$ cat config.mk
export PLATFORM = sky130hd
export DESIGN_NAME = babbage_scheduler
export DESIGN_NICKNAME = d
export VERILOG_FILES = /design/src/rtl/babbage_pkg.sv /design/src/rtl/babbage_rr_arbiter.sv /design/src/rtl/babbage_scheduler.sv
export SDC_FILE = /design/constraint.sdc
export NUM_CORES = 1
export LEC_CHECK = 0
export ABC_AREA = 0
export CAP_MARGIN = 30
export CORE_MARGIN = 2
export CORE_UTILIZATION = 45
export CTS_CLUSTER_SIZE = 8
export DETAILED_ROUTE_END_ITERATION = 12
export GPL_TIMING_DRIVEN = 1
export PLACE_DENSITY = 0.81
export SYNTH_ARGS = -nofsm -noshare
export SYNTH_HDL_FRONTEND = slang
export SYNTH_SLANG_ARGS = --single-unit
$ cat constraint.sdc
create_clock -name clk -period 3.85 [get_ports clk]
set_input_delay 1.155 -clock clk [delete_from_list [all_inputs] [get_ports clk]]
set_output_delay 1.155 -clock clk [all_outputs]
set_load 0.005 [all_outputs]
$ cat src/rtl/babbage_pkg.sv
// Shared types and constants for the Babbage difference-engine scheduler.
// Holds the FSM encoding, default sizing and response-flag values.
package babbage_pkg;

  localparam int unsigned NREQ_DEF    = 4;
  localparam int unsigned NW_DEF      = 8;
  localparam int unsigned DW_DEF      = 32;
  localparam int unsigned TIMEOUT_DEF = 1024;

  typedef enum logic [1:0] {
    ST_IDLE  = 2'd0,
    ST_ISSUE = 2'd1,
    ST_WAIT  = 2'd2,
    ST_RESP  = 2'd3
  } state_e;

  // resp_err encoding
  localparam logic RESP_OK  = 1'b0;
  localparam logic RESP_ERR = 1'b1;

  // Index width that stays legal for a single-entry range.
  function automatic int unsigned idx_w(input int unsigned n);
    return (n > 1) ? $clog2(n) : 1;
  endfunction

endpackage

$ cat src/rtl/babbage_rr_arbiter.sv
// Combinational round-robin picker: first asserted request at or after i_ptr,
// wrapping modulo NREQ.
module babbage_rr_arbiter
  import babbage_pkg::*;
#(
  parameter  int unsigned NREQ = NREQ_DEF,
  localparam int unsigned IW   = idx_w(NREQ)
) (
  input  logic [NREQ-1:0] i_req,
  input  logic [IW-1:0]   i_ptr,
  output logic [NREQ-1:0] o_grant,
  output logic [IW-1:0]   o_idx,
  output logic            o_any
);

  logic [IW-1:0] w_j;

  always_comb begin
    o_grant = '0;
    o_idx   = '0;
    o_any   = 1'b0;
    w_j     = '0;
    for (int unsigned k = 0; k < NREQ; k++) begin
      w_j = IW'((32'(i_ptr) + k) % NREQ);
      if (!o_any && i_req[w_j]) begin
        o_any        = 1'b1;
        o_idx        = w_j;
        o_grant[w_j] = 1'b1;
      end
    end
  end

endmodule

$ cat src/rtl/babbage_scheduler.sv
// Shares one difference engine among NREQ requesters: round-robin grant,
// single job in flight, timeout abort and held response with backpressure.
module babbage_scheduler
  import babbage_pkg::*;
#(
  parameter int unsigned NREQ    = NREQ_DEF,
  parameter int unsigned NW      = NW_DEF,
  parameter int unsigned DW      = DW_DEF,
  parameter int unsigned TIMEOUT = TIMEOUT_DEF,
  localparam int unsigned IW     = idx_w(NREQ)
) (
  input  logic               clk,
  input  logic               reset,
  input  logic [NREQ-1:0]    req_valid,
  input  logic [NREQ*NW-1:0] req_n,
  output logic [NREQ-1:0]    req_ack,
  input  logic               eng_ready,
  output logic               eng_start,
  output logic [NW-1:0]      eng_n,
  input  logic               eng_done_tick,
  input  logic [DW-1:0]      eng_result,
  output logic               resp_valid,
  input  logic               resp_ready,
  output logic [IW-1:0]      resp_id,
  output logic [DW-1:0]      resp_data,
  output logic               resp_err,
  output logic               busy
);

  localparam int unsigned CW = idx_w(TIMEOUT);

  state_e          r_state;
  logic [IW-1:0]   r_ptr;
  logic [IW-1:0]   r_owner;
  logic [CW-1:0]   r_cnt;
  logic [NREQ-1:0] r_req_ack;
  logic            r_eng_start;
  logic [NW-1:0]   r_eng_n;
  logic            r_resp_valid;
  logic [IW-1:0]   r_resp_id;
  logic [DW-1:0]   r_resp_data;
  logic            r_resp_err;
  logic            r_busy;

  logic [NREQ-1:0] w_grant;
  logic [IW-1:0]   w_idx;
  logic            w_any;
  logic [NW-1:0]   w_n_sel;
  logic [IW-1:0]   w_ptr_nxt;

  babbage_rr_arbiter #(
    .NREQ (NREQ)
  ) u_arb (
    .i_req   (req_valid),
    .i_ptr   (r_ptr),
    .o_grant (w_grant),
    .o_idx   (w_idx),
    .o_any   (w_any)
  );

  assign w_n_sel   = req_n[w_idx*NW +: NW];
  assign w_ptr_nxt = (w_idx == IW'(NREQ - 1)) ? '0 : w_idx + IW'(1);

  // Job sequencer; ack/start are one-cycle pulses cleared by default.
  always_ff @(posedge clk or posedge reset) begin
    if (reset) begin
      r_state      <= ST_IDLE;
      r_ptr        <= '0;
      r_owner      <= '0;
      r_cnt        <= '0;
      r_req_ack    <= '0;
      r_eng_start  <= 1'b0;
      r_eng_n      <= '0;
      r_resp_valid <= 1'b0;
      r_resp_id    <= '0;
      r_resp_data  <= '0;
      r_resp_err   <= RESP_OK;
      r_busy       <= 1'b0;
    end else begin
      r_req_ack   <= '0;
      r_eng_start <= 1'b0;
      case (r_state)
        ST_IDLE: begin
          if (w_any && eng_ready) begin
            r_owner     <= w_idx;
            r_eng_n     <= w_n_sel;
            r_ptr       <= w_ptr_nxt;
            r_req_ack   <= w_grant;
            r_eng_start <= (w_n_sel != '0);
            r_busy      <= 1'b1;
            r_state     <= ST_ISSUE;
          end
        end
        ST_ISSUE: begin
          if (r_eng_n != '0) begin
            r_cnt   <= '0;
            r_state <= ST_WAIT;
          end else begin
            r_resp_valid <= 1'b1;
            r_resp_id    <= r_owner;
            r_resp_data  <= '0;
            r_resp_err   <= RESP_ERR;
            r_state      <= ST_RESP;
          end
        end
        ST_WAIT: begin
          // Completion wins over a timeout landing on the same cycle.
          if (eng_done_tick) begin
            r_resp_valid <= 1'b1;
            r_resp_id    <= r_owner;
            r_resp_data  <= eng_result;
            r_resp_err   <= RESP_OK;
            r_state      <= ST_RESP;
          end else if (r_cnt == CW'(TIMEOUT - 1)) begin
            r_resp_valid <= 1'b1;
            r_resp_id    <= r_owner;
            r_resp_data  <= '0;
            r_resp_err   <= RESP_ERR;
            r_state      <= ST_RESP;
          end else begin
            r_cnt <= r_cnt + CW'(1);
          end
        end
        ST_RESP: begin
          if (resp_ready) begin
            r_resp_valid <= 1'b0;
            r_busy       <= 1'b0;
            r_state      <= ST_IDLE;
          end
        end
        default: begin
          r_state <= ST_IDLE;
          r_busy  <= 1'b0;
        end
      endcase
    end
  end

  assign req_ack    = r_req_ack;
  assign eng_start  = r_eng_start;
  assign eng_n      = r_eng_n;
  assign resp_valid = r_resp_valid;
  assign resp_id    = r_resp_id;
  assign resp_data  = r_resp_data;
  assign resp_err   = r_resp_err;
  assign busy       = r_busy;

endmodule

Yosys cells after proc, flatten, opt, wreduce, memory -nomap -nowiden
Cells that the tools add are included.

Register bits after elaboration: 66. Input bits: 73. Output and inout port bits: 50. Logic and storage cells: 124.

Add/sub/neg operators: 5. $lt $le $gt $ge: 8. Eq/ne operators: 12. Shifts and indexed selects: 1. Mux-type cells: 60. Bitwise gates (word level): 3. Reductions and logical operators: 23.

Operator list (number): two-way mux 32 bit (3); case mux 32 bit (2 select lines) (1); indexed part select 32 x 6 -> 8 bit (1); two-way mux 10 bit (3); two-way mux 2 bit (12); two-way mux 4 bit (6); two-way mux 1 bit (21); case mux 10 bit (2 select lines) (1); nonzero test 8 bit (2); less-than comparator 2 x 3 -> 1 bit, second input constant (4); inequality test 2 bit, second input constant (6); bitwise OR 4 bit (3); adder 10 x 1 -> 10 bit, second input constant (1); equality test 10 bit, second input constant (1); AND reduction 3 bit (3); binary-select mux 1 bit (select 2 bit) (4); demux 1 bit (select 2 bit) (4); >= comparator 2 x 1 -> 1 bit, second input constant (4); logical AND 1 bit (8); case mux 2 bit (4 select lines) (1); AND reduction 4 bit (2); equality test 2 bit, second input constant (3); adder 2 x 1 -> 2 bit, second input constant (2); adder 2 bit, second input constant (2); 10 further kinds (14).

Logic depth before layout (Yosys ltp)
Gate-level depths: netlist of run 1.

Word-level depth: 16. Gate-level depth with buffers: 11. Mapped depth without buffers: 9.

Cells and area by module
A second synthesis of run 1 with hierarchy kept.

Cells, all modules: 304. Area total of the unflattened synthesis: 3509.6 um^2.

Modules (own cells, without submodules): babbage_scheduler (times used 1, cells an instance 259, area an instance 3088.0 um^2); babbage_rr_arbiter (times used 1, cells an instance 45, area an instance 421.7 um^2).

Least setup slack after synthesis of run 1
Ideal clock, no wire load.

Path kind: input -> register. Start: input port req_valid[0]. End: register r_eng_start (netlist: eng_start). Arrival time: 3.207 ns. Path slack: 0.506 ns. Stages: 8. Buffers on the path: 2. Cell sequence: buf_6 -> mux4_1 -> buf_6 -> a211o_1 -> o21ai_2 -> mux4_2 -> nor4_1 -> a31oi_1.

Cells in the longest elaborated chain, start to end: 16. Elaborated cells on any way between the ends: 27.

RTL lines: from (decl) (RTL line babbage_scheduler.sv:14) `input logic [NREQ-1:0] req_valid,`; binary-select mux 1 bit (select 2 bit) (RTL line babbage_rr_arbiter.sv:25) `if (!o_any && i_req[w_j]) begin`; two-way mux 1 bit (implied by the code) (RTL line babbage_rr_arbiter.sv:25); two-way mux 1 bit (RTL line babbage_rr_arbiter.sv:25); logical NOT 1 bit (RTL line babbage_rr_arbiter.sv:25); logical AND 1 bit (RTL line babbage_rr_arbiter.sv:25); two-way mux 1 bit (RTL line babbage_rr_arbiter.sv:25); logical NOT 1 bit (RTL line babbage_rr_arbiter.sv:25); logical AND 1 bit (RTL line babbage_rr_arbiter.sv:25); two-way mux 1 bit (RTL line babbage_rr_arbiter.sv:25); logical NOT 1 bit (RTL line babbage_rr_arbiter.sv:25); logical AND 1 bit (RTL line babbage_rr_arbiter.sv:25); two-way mux 2 bit (RTL line babbage_rr_arbiter.sv:25); indexed part select 32 x 6 -> 8 bit (RTL line babbage_scheduler.sv:61) `assign w_n_sel = req_n[w_idx*NW +: NW];`; nonzero test 8 bit (RTL line babbage_scheduler.sv:89) `r_eng_start <= (w_n_sel != '0);`; two-way mux 1 bit * (RTL line babbage_scheduler.sv:84) `if (w_any && eng_ready) begin`; two-way mux 1 bit * (RTL line babbage_scheduler.sv:82) `case (r_state)`; to (signal assigned) (RTL line babbage_scheduler.sv:89); to (decl) (RTL line babbage_scheduler.sv:37) `logic r_eng_start;`.

Mark *: on every way between the ends. The rest lies on a longest branch, timed or not. The select of a mux whose other input is x is not followed. A chain may end at the register's enable or synchronous reset.

Final worst setup path of run 1
Start: input port req_valid[2]. End: register r_eng_start (netlist: eng_start).

Same word-level chain as after synthesis.

==> results of run 1 <==
## where the power goes
part,internal (mW),leakage [nW],switching (mW)
logic,0.887,1.14,0.738
registers,0.888,0.864,0.139
clock network,0.330,0.101,0.249
total,2.11,2.11,1.13
## sequential cells by signal, indices dropped and copies added, names as in the netlist
| signal | count |
|---|---|
| resp_valid | 1 |
| r_ptr | 2 |
| busy | 1 |
| r_owner | 2 |
| resp_id | 2 |
| eng_start | 1 |
| req_ack | 4 |
| r_cnt | 10 |
| r_state | 2 |
| resp_data | 32 |
| eng_n | 8 |
| resp_err | 1 |
## layer usage
layer	track usage	part of all wire	vias to the layer above
li1	-	-	1316
met1	0.2437	0.40	1338
met2	0.3446	0.52	91
met3	0.04424	0.059	11
met4	0.08974	0.019	0
met5	0	0	-
## kinds of logic (layout without fill, tap and decap cells)
kind of cell / count (synthesis) / after routing / synth area share
flip-flops: 66 / 66 / 0.4925
AO/OA/AOI/OAI: 77 / 77 / 0.1813
adder cells (fa/ha/maj): 13 / 13 / 0.04851
buffers and inverters: 27 / 164 / 0.04403
XOR/XNOR: 7 / 7 / 0.01828
multiplexers: 25 / 25 / 0.1224
AND/OR/NAND/NOR: 65 / 65 / 0.09291
## worst max path at each step
stage                       from         to  slack, ns  depth (start not counted)
floorplan           req_valid[0]  eng_start       0.51                          8
global placement    req_valid[2]  eng_start       0.14                          7
detailed placement  req_valid[2]  eng_start      0.009                          7
CTS                 req_valid[2]  eng_start       0.37                          7
global route        req_valid[2]  eng_start       0.29                          7
finish              req_valid[2]  eng_start       0.38                          7
## critical path, delay by kind of cell
| kind | cells | cell delay [ns] |
|---|---|---|
| and+or+nand+nor | 1 | 0.33 |
| muxes | 2 | 1.10 |
| AOI/OAI and AO/OA | 3 | 0.59 |
| buffers and inverters | 1 | 0.52 |
## cells in the final DEF, fill, tap and decap left out, drive strengths merged, types with 3 or more instances in the layout
| cell | synthesis | final |
|---|---|---|
| dfrtp | 66 | 66 |
| nor4 | 3 | 3 |
| nand3 | 7 | 7 |
| o21ai | 17 | 17 |
| nor2b | 3 | 3 |
| inv | 11 | 11 |
| buf | 9 | 16 |
| nor3 | 5 | 5 |
| nand2 | 15 | 15 |
| ha | 13 | 13 |
| mux2 | 12 | 12 |
| a22oi | 4 | 4 |
| nor2 | 22 | 22 |
| a21oi | 6 | 6 |
| mux4 | 11 | 11 |
| clkbuf | 7 | 11 |
| a221oi | 5 | 5 |
| clkdlybuf4s50 | 0 | 122 |
| xnor2 | 7 | 7 |
| a22o | 35 | 35 |
## stage by stage
step | setup slack (ns) | total power, mW
2_1_floorplan | 0.5060 | 2.031
3_3_place_gp | 0.1398 | 2.630
3_5_place_dp | 0.008819 | 2.677
4_1_cts | 0.3680 | 3.265
5_1_grt | 0.2867 | 3.469
6_report | 0.3759 | 3.231
## final cells by class
type / count / area, um2
Fill cell: 546 / 2322
Sequential cell: 66 / 1652
Multi-Input combinational cell: 187 / 1558
Timing Repair Buffer: 138 / 1354
Clock buffer: 11 / 151.4
Tap cell: 99 / 123.9
Clock inverter: 4 / 51.30
Inverter: 11 / 41.29
==> results.toml, run 1 <==
[floorplanning]
die-area_mm2 = 0.008158
ios = 123
die_w_um = 90.32
rows = 31
coreArea_mm2 = 0.007253
start_util = 0.4623
die_h_um = 90.32

[setup_path]
r2r_end = "eng_start"
critPathMaxFanout = 7
rr_worst_depth = 9
r2r_start = "r_ptr[1]"
critPathKind = "in2reg"
endpoint_kind = "register"
cp.arrival_ns = 3.68
reg2reg_slack_ns = 0.91
startpoint_type = "primary input"
cp_slowest_cell = "mux4_1"
max_stage_delay_ns = 0.57
required_ns = 4.06
crit_chain = "clkdlybuf4s50_1, mux4_1, a211o_1, o21ai_2, mux4_2, nor4_1, a31oi_1"

[pwr]
p_leak_nw = 2.107
peakVddDrop_v = 0.0003937
p_per_area_mw_per_mm2 = 655.3

[clock_network]
clk_latency_ns = 0.34
clock-root-buffer = "clkbuf_8"
cts_buffer_depth = 2
cts_tree = "built"
post_cts.repair.setup_buffers = 0
ctsHoldBuffers = 0
path_clk_slew_ns = 0.06
cts_resized = 0
cts_sinks = 66
cts.htree.levels = 3
cts_made_buffers = 9

[sta]
fin_crit_ns = 3.474
hold_slack_ns = 0.4871
rsz0062_at_grt = "false"
drv_slew = 0
worst_slew_pin_slew_ns = 0.6616
slew_headroom = 0.5590
finalSetupTns_ns = 0
fin_crit_sh = 0.9024
finalSetupViolCount = 0
skew_ns = 0.008402
fmax_ghz = 0.2878
hold_violations = 0

[worst_hold_path]
holdPathEnd = "resp_id[1]"
hold_path.class = "reg2reg"
worstHoldStart = "r_owner[1]"
hold_depth = 1

[layout]
final_util = 0.6798
diodes = 0
syn_to_final_growth_pct = 47.05
final_area_mm2 = 0.004931
stdcell_count = 516
final_layout_size_suffix_gt1_frac = 0.1391
num-nets-final = 499

[global_route]
grt_use_total = 0.2010
grt_pass1_vias = 2694
grt-ovfl-total = 0
antenna_found_initial = 0
grt_pass1_wl_mm = 13.17
grt_max_degree = 55

[placement]
place_hpwl_mm = 6.054
gp_congestion = 0.8392
placed_area_mm2 = 0.004728
port_buffers = 122
placedCellCount = 501

[routing]
wl_per_cell_um = 15.21
drtAntennaViolNets = 0
routed_wirelength_mm = 7.850
num_vias = 2756
drtPass1Iterations = 5
drcViolationCount = 0
dr.first_iter.drc_count = 81
via_per_inst = 5.341

[synth]
postSynthRegisterBits = 66
synth-edff-count = 0
synthArstFlopShare = 1.000
synth_area_mm2 = 0.003353
syn_inst = 280
synth_top_flop_cell = "dfrtp_1"
synth_top_cell_area_share = 0.4925
ys_warn_count = 0
yosys-top-cells-area = "dfrtp_1 49%, a22o_1 9.1%, mux4_2 6.0%, ha_1 4.9%, mux2_2 3.4%"
ys_seq_area_frac = 0.4925
ys_types = 45
syn-num-nets = 366
syn_area_per_cell_um2 = 11.98
synth_commonest_cells = "66 x dfrtp_1, 35 x a22o_1, 22 x nor2_1, 15 x nand2_1, 13 x ha_1"
synth_most_common_cell = "dfrtp_1"
yosysTopAreaCell = "dfrtp_1"

[job]
drv_cap = 0

[run_status]
run_status = "completed"
No activity file was read; power rests on OpenSTA's default activity.
==> inputs of run 2 (changes only) <==
==> constraint.sdc (replaced) <==
create_clock -name clk -period 3.9 [get_ports clk]
set_input_delay 1.17 -clock clk [delete_from_list [all_inputs] [get_ports clk]]
set_output_delay 1.17 -clock clk [all_outputs]
set_load 0.005 [all_outputs]
==> run 2 against run 1 <==
Die area unchanged. Wire length is 7.5% higher. Clock-buffer cell count shrank 2. Global-route usage is 1.2 points higher.
==> results.toml, run 2 (synthesis gave the netlist of run 1 again) <==
[sta]
slew_headroom = 0.5995
finalSetupTns_ns = 0
skew_ns = 0.01376
fin_crit_ns = 3.517
finalSetupViolCount = 0
worst_slew_pin_slew_ns = 0.5967
hold_violations = 0
drv_slew = 0
fin_crit_sh = 0.9017
rsz0062_at_grt = "false"
hold_slack_ns = 0.4938
fmax_ghz = 0.2844

[clock_network]
cts_tree = "built"
clock-root-buffer = "clkbuf_8"
post_cts.repair.setup_buffers = 0
cts.htree.levels = 3
path_clk_slew_ns = 0.07
ctsHoldBuffers = 0
cts_resized = 0
clk_latency_ns = 0.34
cts_sinks = 66
cts_made_buffers = 9
cts_buffer_depth = 2

[routing]
drtAntennaViolNets = 0
routed_wirelength_mm = 8.437
drcViolationCount = 0
num_vias = 2822
wl_per_cell_um = 16.23
dr.first_iter.drc_count = 103
via_per_inst = 5.427
drtPass1Iterations = 4

[global_route]
antenna_found_initial = 0
grt_max_degree = 34
grt_pass1_wl_mm = 13.95
grt_use_total = 0.2133
grt_pass1_vias = 2818
grt-ovfl-total = 0

[layout]
final_layout_size_suffix_gt1_frac = 0.1473
syn_to_final_growth_pct = 47.91
register_area_mm2 = 0.001652
stdcell_count = 520
layout_common_cells = "122 x clkdlybuf4s50_1, 66 x dfrtp_1, 35 x a22o_1, 22 x nor2_1, 17 x buf_4"
multi_input_area_mm2 = 0.001558
num-nets-final = 502
layout_commonest_cell = "clkdlybuf4s50_1"
n_fill_cell = 543
diodes = 0
largest_reg_flops = 32

[job]
drv_cap = 0

[setup_path]
reg2reg_slack_ns = 0.87
critPathMaxFanout = 8
critPathKind = "in2reg"
endpoint_kind = "register"
required_ns = 4.11
startpoint_type = "primary input"
rr_worst_depth = 9
cp.arrival_ns = 3.72

[worst_hold_path]
hold_depth = 1
hold_path.class = "reg2reg"

[pwr]
peakVddDrop_v = 0.0003229
p_leak_nw = 2.123
switching_share = 0.3611
internal-power_mw = 2.079
combPwrFrac = 0.510
pwr-share-seq = 0.313
power_switching_mw = 1.175
p_per_area_mw_per_mm2 = 656.1
pwr-share-clk = 0.177
power_mw = 3.254

[floorplanning]
ios = 123
die_w_um = 90.32
start_util = 0.4623
coreArea_mm2 = 0.007253
die-area_mm2 = 0.008158
die_h_um = 90.32
rows = 31

[placement]
port_buffers = 122
gp_congestion = 0.8210
placedCellCount = 503
place_hpwl_mm = 6.352

[run_status]
run_status = "completed"
==> run 2: final timing paths <==
path | startpoint | end
worst min register to register | resp_id[1] | resp_id[1]
worst max register to register | r_ptr[1] | eng_start
worst max-delay path | req_valid[2] | eng_start
worst min-delay path | resp_id[1] | resp_id[1]
min in group asynchronous | reset | r_cnt[5]
max in group asynchronous | reset | eng_n[2]
==> run 2: layer usage <==
metal	global-route usage	routed length (um)	up-vias
met4	0.07179	121	0
met3	0.05676	513	10
met5	0	0	-
li1	-	-	1319
met1	0.2588	3375	1393
met2	0.3697	4426	100
==> run 2: layout make-up <==
class                      instances  area share
sequential                        66      0.3330
multi-input combinational        187      0.3141
timing repair buffer             141      0.2790
clock buffer                       9     0.02497
tap                               99     0.02497
clock inverter                     7     0.01564
inverter                          11    0.008325
==> run 2: power groups by stage <==
stage | Sequential, mW | Combinational (mW) | Clock (mW)
4_1_cts | 1.02 | 1.64 | 0.588
3_5_place_dp | 1.03 | 1.63 | 0
3_3_place_gp | 1.02 | 1.58 | 0
2_1_floorplan | 1.02 | 0.985 | 0
6_report | 1.02 | 1.66 | 0.576
5_1_grt | 1.04 | 1.82 | 0.619
==> run 2: critical path, stage by stage <==
cell and delay [ns]:
clkdlybuf4s50_1 0.53, mux4_1 0.56, a211o_1 0.30, o21ai_2 0.19, mux4_2 0.53, nor4_1 0.32, a31oi_1 0.12
==> run 2: through the flow <==
step | setup WS (ns) | instance area [um2] | utilization
after detailed placement | 0.007559 | 4743 | 0.6540
after global placement | 0.1318 | 4743 | 0.6540
after floorplan | 0.5410 | 3353 | -
after global routing | 0.1869 | 4960 | 0.6838
final | 0.3832 | 4960 | 0.6838
after CTS | 0.3643 | 4945 | 0.6817
